## config.mk

```make
export PLATFORM = sky130hd
export DESIGN_NAME = mem_access_stage
export DESIGN_NICKNAME = d
export VERILOG_FILES = /design/src/rtl/mem_access_stage.sv
export SDC_FILE = /design/constraint.sdc
export NUM_CORES = 1
export LEC_CHECK = 0
export ABC_CLOCK_PERIOD_IN_PS = 2400
export CAP_MARGIN = 20
export CELL_PAD_IN_SITES_DETAIL_PLACEMENT = 1
export CELL_PAD_IN_SITES_GLOBAL_PLACEMENT = 2
export CORE_AREA = 2 2 191 193
export DETAILED_ROUTE_END_ITERATION = 16
export DIE_AREA = 0 0 193 195
export PLACE_DENSITY = 0.86
export SLEW_MARGIN = 15
export SYNTH_ARGS = -nofsm -noshare
export SYNTH_HDL_FRONTEND = slang
export SYNTH_SLANG_ARGS = --single-unit
export TNS_END_PERCENT = 1
```

## constraint.sdc

```tcl
create_clock -name clk -period 2.4 [get_ports clk]
set_input_delay 0.36 -clock clk [delete_from_list [all_inputs] [get_ports clk]]
set_output_delay 0.36 -clock clk [all_outputs]
set_load 0.005 [all_outputs]
```

## src/rtl/mem_access_stage.sv

```systemverilog
// Memory-access stage: load/store bus transaction with lane steering, load extension and
// write-back select. Optional acknowledge timeout is enabled by defining MEM_TIMEOUT_EN.
module mem_access_stage #(
  parameter int unsigned TIMEOUT_CYCLES = 16
) (
  input  logic        clk,
  input  logic        rst,
  input  logic        start,
  input  logic [6:0]  opcode,
  input  logic [31:0] result,
  input  logic [31:0] Data_store,
  input  logic        su,
  input  logic [1:0]  whb,
  input  logic [1:0]  wos,
  input  logic [31:0] PC_4,
  input  logic [31:0] immOut,
  output logic        dmem_req,
  output logic        dmem_we,
  output logic [31:0] dmem_addr,
  output logic [31:0] dmem_wdata,
  output logic [3:0]  dmem_be,
  input  logic [31:0] dmem_rdata,
  input  logic        dmem_ack,
  output logic [31:0] wb_data,
  output logic        wb_valid,
  output logic        busy,
  output logic        misalign,
  output logic        timeout
);

  localparam logic [6:0] OpLoad  = 7'b0000011;
  localparam logic [6:0] OpStore = 7'b0100011;

  typedef enum logic [1:0] {StIdle, StAccess, StDone} state_e;

  state_e      state_q, state_d;
  logic [31:0] addr_q, sdata_q, pc4_q, imm_q, wb_q, wb_d;
  logic [1:0]  whb_q, wos_q;
  logic        su_q, load_q, store_q, misalign_q, misalign_d;
  logic        cap_en, in_load, in_store;

  function automatic logic [3:0] lane_be(logic [1:0] size, logic [1:0] a);
    case (size)
      2'b00:   lane_be = 4'b0001 << a;
      2'b01:   lane_be = 4'b0011 << a;
      default: lane_be = 4'b1111;
    endcase
  endfunction

  function automatic logic is_misaligned(logic [1:0] size, logic [1:0] a);
    is_misaligned = ((size == 2'b01) && a[0]) || (size[1] && (a != 2'b00));
  endfunction

  function automatic logic [31:0] lane_wdata(logic [1:0] size, logic [31:0] d);
    case (size)
      2'b00:   lane_wdata = {4{d[7:0]}};
      2'b01:   lane_wdata = {2{d[15:0]}};
      default: lane_wdata = d;
    endcase
  endfunction

  function automatic logic [31:0] load_ext(logic [31:0] rd, logic [1:0] a, logic [1:0] size,
                                           logic zext);
    logic [31:0] sh;
    sh = rd >> {a, 3'b000};
    case (size)
      2'b00:   load_ext = {{24{~zext & sh[7]}}, sh[7:0]};
      2'b01:   load_ext = {{16{~zext & sh[15]}}, sh[15:0]};
      default: load_ext = rd;
    endcase
  endfunction

  function automatic logic [31:0] wb_sel(logic [1:0] ws, logic [31:0] res, logic [31:0] ld,
                                         logic [31:0] pc4, logic [31:0] imm);
    case (ws)
      2'b00:   wb_sel = res;
      2'b01:   wb_sel = ld;
      2'b10:   wb_sel = pc4;
      default: wb_sel = imm;
    endcase
  endfunction

  assign in_load  = (opcode == OpLoad);
  assign in_store = (opcode == OpStore);
  assign cap_en   = (state_q == StIdle) && start;

`ifdef MEM_TIMEOUT_EN
  localparam int unsigned CntW = (TIMEOUT_CYCLES > 1) ? $clog2(TIMEOUT_CYCLES) : 1;
  logic [CntW-1:0] cnt_q, cnt_d;
  logic            timeout_q, timeout_d;
  assign timeout = timeout_q;
`else
  logic unused_cfg;
  assign unused_cfg = ^TIMEOUT_CYCLES;
  assign timeout    = 1'b0;
`endif

  always_comb begin
    state_d    = state_q;
    wb_d       = wb_q;
    misalign_d = 1'b0;
`ifdef MEM_TIMEOUT_EN
    cnt_d      = '0;
    timeout_d  = 1'b0;
`endif
    case (state_q)
      StIdle: begin
        if (start) begin
          if (!(in_load || in_store)) begin
            state_d = StDone;
            wb_d    = wb_sel(wos, result, 32'h0, PC_4, immOut);
          end else if (is_misaligned(whb, result[1:0])) begin
            state_d    = StDone;
            wb_d       = 32'h0;
            misalign_d = 1'b1;
          end else begin
            state_d = StAccess;
          end
        end
      end
      StAccess: begin
`ifdef MEM_TIMEOUT_EN
        cnt_d = cnt_q + 1'b1;
`endif
        if (dmem_ack) begin
          state_d = StDone;
          wb_d    = wb_sel(wos_q, addr_q,
                           load_q ? load_ext(dmem_rdata, addr_q[1:0], whb_q, su_q) : 32'h0,
                           pc4_q, imm_q);
`ifdef MEM_TIMEOUT_EN
        end else if (cnt_q == CntW'(TIMEOUT_CYCLES - 1)) begin
          state_d   = StDone;
          wb_d      = 32'h0;
          timeout_d = 1'b1;
`endif
        end
      end
      StDone:  state_d = StIdle;
      default: state_d = StIdle;
    endcase
  end

  always_ff @(posedge clk or negedge rst) begin
    if (!rst) begin
      state_q    <= StIdle;
      wb_q       <= 32'h0;
      misalign_q <= 1'b0;
      addr_q     <= 32'h0;
      sdata_q    <= 32'h0;
      pc4_q      <= 32'h0;
      imm_q      <= 32'h0;
      whb_q      <= 2'b00;
      wos_q      <= 2'b00;
      su_q       <= 1'b0;
      load_q     <= 1'b0;
      store_q    <= 1'b0;
    end else begin
      state_q    <= state_d;
      wb_q       <= wb_d;
      misalign_q <= misalign_d;
      if (cap_en) begin
        addr_q  <= result;
        sdata_q <= Data_store;
        pc4_q   <= PC_4;
        imm_q   <= immOut;
        whb_q   <= whb;
        wos_q   <= wos;
        su_q    <= su;
        load_q  <= in_load;
        store_q <= in_store;
      end
    end
  end

`ifdef MEM_TIMEOUT_EN
  always_ff @(posedge clk or negedge rst) begin
    if (!rst) begin
      cnt_q     <= '0;
      timeout_q <= 1'b0;
    end else begin
      cnt_q     <= cnt_d;
      timeout_q <= timeout_d;
    end
  end
`endif

  // Bus outputs come from the captured instruction and are only driven during ACCESS.
  assign dmem_req   = (state_q == StAccess);
  assign dmem_we    = dmem_req && store_q;
  assign dmem_addr  = dmem_req ? {addr_q[31:2], 2'b00} : 32'h0;
  assign dmem_wdata = dmem_req ? lane_wdata(whb_q, sdata_q) : 32'h0;
  assign dmem_be    = dmem_req ? lane_be(whb_q, addr_q[1:0]) : 4'b0000;

  assign wb_data  = wb_q;
  assign wb_valid = (state_q == StDone);
  assign busy     = (state_q != StIdle);
  assign misalign = misalign_q;

endmodule
```

==> results of run 1 <==
==> timing repair <==
action | 4_1_cts | 5_1_grt
gates resized for setup | 10 | 21
setup endpoints to repair | 63 | 32
cloned | 1 | 0
hold endpoints to repair | 46 | 0
buffers inserted | 1 | 0
pin swaps | 0 | 1
hold buffers | 1 | 0
==> worst max-delay path, stage by stage, from the launching register on <==
cell                              delay, ps
sky130_fd_sc_hd__dfrtp_2                430
sky130_fd_sc_hd__buf_8                  170
sky130_fd_sc_hd__mux2i_2                250
sky130_fd_sc_hd__nor2_1                  70
sky130_fd_sc_hd__a21oi_1                130
sky130_fd_sc_hd__nor2_1                  50
sky130_fd_sc_hd__clkdlybuf4s50_1        480
==> state kept, by name (all words and copies together), names as in the netlist <==
name      flops
addr_q       32
imm_q        32
pc4_q        32
sdata_q      32
wb_data      32
state_q       2
whb_q         2
wos_q         2
load_q        1
misalign      1
store_q       1
su_q          1
==> area by class of cell <==
| class | count | area (um^2) |
|---|---|---|
| Antenna cell | 2 | 5.00 |
| Clock buffer | 18 | 439 |
| Clock inverter | 14 | 174 |
| Fill cell | 4156 | 21400 |
| Inverter | 14 | 55.1 |
| Multi-Input combinational cell | 882 | 5120 |
| Sequential cell | 170 | 4260 |
| Tap cell | 461 | 577 |
| Timing Repair Buffer | 321 | 3350 |
==> final timing paths <==
check / from / to / slack, ps / depth (start not counted)
min reg2reg: pc4_q[3] / pc4_q[3] / 480 / 2
max in group asynchronous: rst / wb_data[13] / 1290 / 3
min: rst / sdata_q[30] / 450 / 2
min in group clk: Data_store[19] / sdata_q[19] / 450 / 3
max reg2reg: wos_q[0] / wb_data[31] / 260 / 4
max: whb_q[0] / dmem_wdata[25] / 30 / 6
==> report_power, final <==
group	switching, mW	internal [mW]
Clock	1.38	1.62
Sequential	0.384	3.28
Combinational	1.17	1.15
Total	2.94	6.04
==> metal layers <==
layer / routed length (um) / vias up / global-route usage [%] / part of all wire (%)
met3: 2330 / 51 / 3.36 / 5.6
li1: - / 4459 / - / -
met1: 18900 / 4882 / 30.8 / 45
met2: 19500 / 312 / 35.4 / 47
met5: 0 / - / 0 / 0
met4: 1020 / 0 / 6.59 / 2.4
==> synth_stat cells, drive strengths merged (14+ instances only) <==
cell type / instances
a221o: 32
a211o: 15
and2: 38
a21oi: 21
o2bb2ai: 15
nand2: 411
mux2: 33
buf: 34
clkbuf: 66
o21ai: 35
inv: 14
mux2i: 18
o21a: 41
nor2: 61
a22oi: 38
nor3b: 18
dfrtp: 170
nor2b: 16
==> logic make-up after synthesis <==
family          count (synthesis)  share of synthesized area (%)
compound gates                240                           18.4
buf+inv                       114                           5.23
flops                         170                           43.4
mux                            58                           7.23
other cells                     1                         0.0382
simple gates                  581                           25.7
==> per-stage QoR <==
step	util [%]	hold slack [ps]	cells
final	39.5	447	1882
after global routing	39.5	455	1882
after CTS	39.3	435	1879
after detailed placement	37.4	358	1844
after global placement	37.4	364	1844
after floorplan	-	64.4	1166
==> cell usage in the layout (no fill, tap or decap), drive strengths merged, types with 18 or more instances in the layout <==
cell type | Yosys | final
a22oi | 38 | 38
nor3b | 18 | 18
o21a | 41 | 41
mux2i | 18 | 18
a221o | 32 | 32
mux2 | 33 | 33
buf | 34 | 43
and2 | 38 | 38
clkdlybuf4s50 | 0 | 268
nand2 | 411 | 411
dfrtp | 170 | 170
o21ai | 35 | 35
inv | 14 | 24
a21oi | 21 | 21
clkbuf | 66 | 19
nor2 | 61 | 61
==> qor.tcl, run 1 <==
set qor(status) {finished, final reports clean}
set qor(drtIter0Drc) 584
set qor(share_of_layout_cells_above_drive_strength_1_pct) 10.0
set qor(tritoncts_clock_tree) {done}
set qor(final.setup.tns_ps) 0
set qor(ys_warn_count) 0
set qor(cts_buffer_depth) 2
set qor(fin_crit_ps) 2370
set qor(final_min_period_over_clock_period_pct) 98.7
set qor(syn-mean-instance-area_um2) 8.43
set qor(synth_top_area_share_pct) 43.4
set qor(preCtsSetupSlack_ps) 27.6
set qor(post-route-worst-setup-slack_ps) 30.4
set qor(grt_pass1_wl_um) 62900
set qor(clk_transition_reported_paths_ps) 70
set qor(port_buffers) 278
set qor(clkLatencyLatePin_ps) 440
set qor(avgRoutedWirePerCell_um) 22.2
set qor(postSynth.asyncResetShare_pct) 100
set qor(grt_setup_unrepaired) {yes}
set qor(hold_violations) 0
set qor(finalSetupViolCount) 0
set qor(pwr_density_cell_mw_per_mm2) 642
set qor(flow.area_growth_from_synthesis_pct) 42.5
set qor(cts_made_buffers) 17
set qor(synthesized_instance_count) 1164
set qor(synth_sequential_area_ratio_pct) 43.4
set qor(placement.cell_area_mm2) 0.0132
set qor(overall_routed_net_length_um) 41800
set qor(number_of_antenna_violations_at_the_first_check_in_global_routing) 3
set qor(hp-class) {in2async}
set qor(cp-end-kind) {output pin}
set qor(remaining_drc_errors) 0
set qor(worst_tran_pin_value_ps) 955
set qor(crit_fanout) 8
set qor(worst_ep_arrival_time_ps) 2010
set qor(globalRouteTotalUtil_pct) 22.1
set qor(start_util_pct) 27.7
set qor(dp.final_hpwl_um) 30100
set qor(timing_worst_setup_path_type) {reg2out}
set qor(grt_start_max_net_pins) 63
set qor(floorplan.rows) 69
set qor(grt_pass1_vias) 10195
set qor(h-tree-depth) 4
set qor(synth.lib_cells_used.distinct) 54
set qor(yosys_most_used_dff) {sky130_fd_sc_hd__dfrtp_1}
set qor(synth-edff-count) 0
set qor(cts_num_sinks) 170
set qor(num-nets-final) 1582
set qor(firstDrtPassIters) 5
set qor(post_drt_via_cell_ratio) 5.16
set qor(vdd_ir_drop_max_mv) 0.437
set qor(die_height_um) 195
set qor(globalRouteOverflowTotal) 0
set qor(post-layout-total-power_mw) 8.98
set qor(yosysTopAreaCell) {sky130_fd_sc_hd__dfrtp_1}
set qor(postRouteAntennaNets) 0
set qor(power.static_leakage_nw) 6.35
set qor(core-area_mm2) 0.0354
set qor(max_freq_mhz) 422
set qor(start_kind) {flop}
set qor(place_congestion) 0.848
set qor(clock_tree.root_cell) {sky130_fd_sc_hd__clkbuf_16}
set qor(die_area_mm2) 0.0376
set qor(number_of_storage_elements_in_the_synthesis_netlist) 170
set qor(num_vias) 9704
set qor(die_w_um) 193
set qor(cp.required_ps) 2040
set qor(report.final.slew_viol_count) 0
set qor(synth.area.top_cells) {sky130_fd_sc_hd__dfrtp_1 (43%), sky130_fd_sc_hd__nand2_1 (16%), sky130_fd_sc_hd__mux2_2 (3.8%)}
set qor(tightest_slew_margin_relative_to_the_limit_pct) 36.2
set qor(syn-cell-area_mm2) 0.00981
set qor(design.portCount) 282
set qor(design_area_mm2) 0.0140
set qor(finalClockSkew_ps) 21.3
set qor(timing.max_cap.violations) 0
No activity file was read; power rests on OpenSTA's default activity.
==> run 2: changes to the inputs <==
--- a/config.mk
+++ b/config.mk
@@ -6,12 +6,13 @@
 export NUM_CORES = 1
 export LEC_CHECK = 0
 export ABC_CLOCK_PERIOD_IN_PS = 2400
-export CAP_MARGIN = 20
+export CAP_MARGIN = 0
 export CELL_PAD_IN_SITES_DETAIL_PLACEMENT = 1
 export CELL_PAD_IN_SITES_GLOBAL_PLACEMENT = 2
 export CORE_AREA = 2 2 191 193
 export DETAILED_ROUTE_END_ITERATION = 16
 export DIE_AREA = 0 0 193 195
+export GPL_ROUTABILITY_DRIVEN = 0
 export PLACE_DENSITY = 0.86
 export SLEW_MARGIN = 15
 export SYNTH_ARGS = -nofsm -noshare
==> run 2 against run 1 <==
  * Register-to-register slack worse by 50 ps
  * Clock-buffer cell count stayed put
  * Wire length hardly changed
  * Setup slack worse by 0.73 ps
  * Power hardly changed
  * Cell area hardly changed
  * Global-route usage stayed put
  * Clock skew hardly changed
  * Non-clock buffer count is 1 lower
  * First-iteration DRC count is 4.1% higher
  * Critical path depth stayed put
==> qor.tcl, run 2 (synthesis results as in run 1) <==
set qor(remaining_drc_errors) 0 ;# unchanged
set qor(port_buffers) 278 ;# unchanged
set qor(critical_path.n_buffers_inverters) 2 ;# unchanged
set qor(core-area_mm2) 0.0354 ;# unchanged
set qor(hp-class) {in2async} ;# unchanged
set qor(pwr_density_cell_mw_per_mm2) 642 ;# about the same
set qor(power.static_leakage_nw) 6.35 ;# about the same
set qor(crit_start) {whb_q[0]} ;# unchanged
set qor(clk_transition_reported_paths_ps) 70 ;# about the same
set qor(worstSetupPathDepth) 6 ;# unchanged
set qor(start_kind) {flop} ;# unchanged
set qor(worst_tran_pin_value_ps) 1080 ;# was 955 ps
set qor(start_util_pct) 27.7 ;# unchanged
set qor(finalClockSkew_ps) 21.6 ;# was 21.3 ps
set qor(cp.required_ps) 2040 ;# about the same
set qor(use_met1_pct) 30.8 ;# unchanged
set qor(design.portCount) 282 ;# unchanged
set qor(clkLatencyLatePin_ps) 440 ;# about the same
set qor(top_usage_layer) {met2} ;# unchanged
set qor(cts_buffer_depth) 2 ;# unchanged
set qor(cts_num_sinks) 170 ;# unchanged
set qor(timing.critical_path.max_delay_family) {buffers and inverters} ;# unchanged
set qor(max_freq_mhz) 422 ;# about the same
set qor(grt_pass1_wl_um) 62900 ;# unchanged
set qor(die_height_um) 195 ;# unchanged
set qor(dp.final_hpwl_um) 30100 ;# unchanged
set qor(gr-usage-met3_pct) 3.36 ;# unchanged
set qor(crit_fanout) 8 ;# unchanged
set qor(num_vias) 9710 ;# was 9704
set qor(num-nets-final) 1581 ;# was 1582
set qor(post_drt_via_cell_ratio) 5.16 ;# about the same
set qor(post-route-worst-setup-slack_ps) 29.7 ;# was 30.4 ps
set qor(globalRouteTotalUtil_pct) 22.1 ;# unchanged
set qor(preCtsSetupSlack_ps) 27.6 ;# unchanged
set qor(grt_setup_unrepaired) {yes} ;# unchanged
set qor(hold_violations) 0 ;# unchanged
set qor(die_w_um) 193 ;# unchanged
set qor(tritoncts_clock_tree) {done} ;# unchanged
set qor(cp-end-kind) {output pin} ;# unchanged
set qor(flow.area_growth_from_synthesis_pct) 42.5 ;# about the same
set qor(die_area_mm2) 0.0376 ;# unchanged
set qor(timing.max_cap.violations) 0 ;# unchanged
set qor(worst_hold_slack_ps) 446 ;# was 447 ps
set qor(fillCellCount) 4156 ;# unchanged
set qor(vdd_ir_drop_max_mv) 0.439 ;# was 0.437 mV
set qor(gr-usage-met2_pct) 35.4 ;# unchanged
set qor(clock_tree.root_cell) {sky130_fd_sc_hd__clkbuf_16} ;# unchanged
set qor(h-tree-depth) 4 ;# unchanged
set qor(worst_path_largest_cell_delay_ps) 480 ;# about the same
set qor(avgRoutedWirePerCell_um) 22.2 ;# about the same
set qor(path_common_cell) {sky130_fd_sc_hd__nor2_1} ;# unchanged
set qor(worst_ep_arrival_time_ps) 2010 ;# about the same
set qor(postRouteAntennaNets) 0 ;# unchanged
set qor(overall_routed_net_length_um) 41800 ;# about the same
set qor(cts_made_buffers) 17 ;# unchanged
set qor(drtIter0Drc) 608 ;# was 584
set qor(grt_pass1_vias) 10195 ;# unchanged
set qor(final_min_period_over_clock_period_pct) 98.8 ;# was 98.7%
set qor(mostFrequentLayoutCell) {sky130_fd_sc_hd__nand2_1} ;# unchanged
set qor(worst_path_cell_trace) {buf_8 -> mux2i_2 -> nor2_1 -> a21oi_1 -> nor2_1 -> clkdlybuf4s50_1} ;# unchanged
set qor(mostFrequentLayoutCells) {sky130_fd_sc_hd__nand2_1 (410), sky130_fd_sc_hd__clkdlybuf4s50_1 (268), sky130_fd_sc_hd__dfrtp_1 (163), sky130_fd_sc_hd__nor2_1 (59), sky130_fd_sc_hd__o21a_1 (41)} ;# unchanged
set qor(firstDrtPassIters) 5 ;# unchanged
set qor(cp_slowest_cell) {sky130_fd_sc_hd__clkdlybuf4s50_1} ;# unchanged
set qor(r2r_cells) 5 ;# was 4
set qor(tightest_slew_margin_relative_to_the_limit_pct) 27.1 ;# was 36.2%
set qor(number_of_antenna_violations_at_the_first_check_in_global_routing) 3 ;# unchanged
set qor(floorplan.rows) 69 ;# unchanged
set qor(fin_crit_ps) 2370 ;# about the same
set qor(report.final.slew_viol_count) 0 ;# unchanged
set qor(finalSetupViolCount) 0 ;# unchanged
set qor(globalRouteOverflowTotal) 0 ;# unchanged
set qor(rr_startpoint) {addr_q[1]} ;# was wos_q[0]
set qor(status) {finished, final reports clean} ;# unchanged
set qor(share_of_layout_cells_above_drive_strength_1_pct) 9.94 ;# was 10.0%
set qor(grt_start_max_net_pins) 63 ;# unchanged
set qor(timing_worst_setup_path_type) {reg2out} ;# unchanged
run 2: what timing repair did:
action | 4_1_cts | 5_1_grt
cloned | 1 | 0
hold endpoints to repair | 46 | 0
hold buffers | 1 | 0
buffers inserted | 1 | 0
pin swaps | 0 | 1
gates resized for setup | 10 | 21
setup endpoints to repair | 63 | 32
run 2: per-layer routing:
metal	share of wire, %	vias to the layer above
met4	2.5	0
met1	46	4891
met3	5.3	55
met5	0	-
li1	-	4456
met2	47	308
run 2: where the power goes:
part | total (mW) | leakage (nW) | switching [mW] | internal, mW
logic | 2.32 | 3.94 | 1.17 | 1.15
clock network | 3.00 | 0.301 | 1.38 | 1.62
registers | 3.66 | 2.11 | 0.384 | 3.28
run 2: per-stage QoR:
stage	power, mW	TNS (ps)	utilization (%)	instances	instance area [um^2]
CTS	9.03	-672	39.3	1879	13900
global placement	5.91	0	37.4	1844	13200
floorplan	4.79	0	-	1166	9820
finish	8.98	0	39.5	1881	14000
global route	9.42	-201	39.5	1881	14000
detailed placement	5.99	0	37.4	1844	13200
run 2: cell type report:
class | instances | area (um^2) | area share, %
Clock buffer | 18 | 439 | 3.14
Sequential cell | 170 | 4260 | 30.5
Clock inverter | 14 | 174 | 1.24
Timing Repair Buffer | 320 | 3350 | 23.9
Antenna cell | 2 | 5.00 | 0.0358
Inverter | 14 | 55.1 | 0.394
Tap cell | 461 | 577 | 4.13
Multi-Input combinational cell | 882 | 5120 | 36.6
run 2: path summary, 6_finish.rpt:
path	end	slack, ps
worst max-delay path	dmem_wdata[25]	30
worst min-delay path	sdata_q[30]	450
worst max register to register	wb_data[9]	210
worst min register to register	pc4_q[3]	480
max in group asynchronous	wb_data[13]	1290
min in group clk	sdata_q[19]	450
run 2: worst reg2reg max path, cell delays in order, from the launching register on:
cell and delay [ps]:
sky130_fd_sc_hd__dfrtp_2 470, sky130_fd_sc_hd__buf_4 210, sky130_fd_sc_hd__nor4bb_1 920, sky130_fd_sc_hd__a22oi_1 190, sky130_fd_sc_hd__nand4_1 180, sky130_fd_sc_hd__a221o_1 150
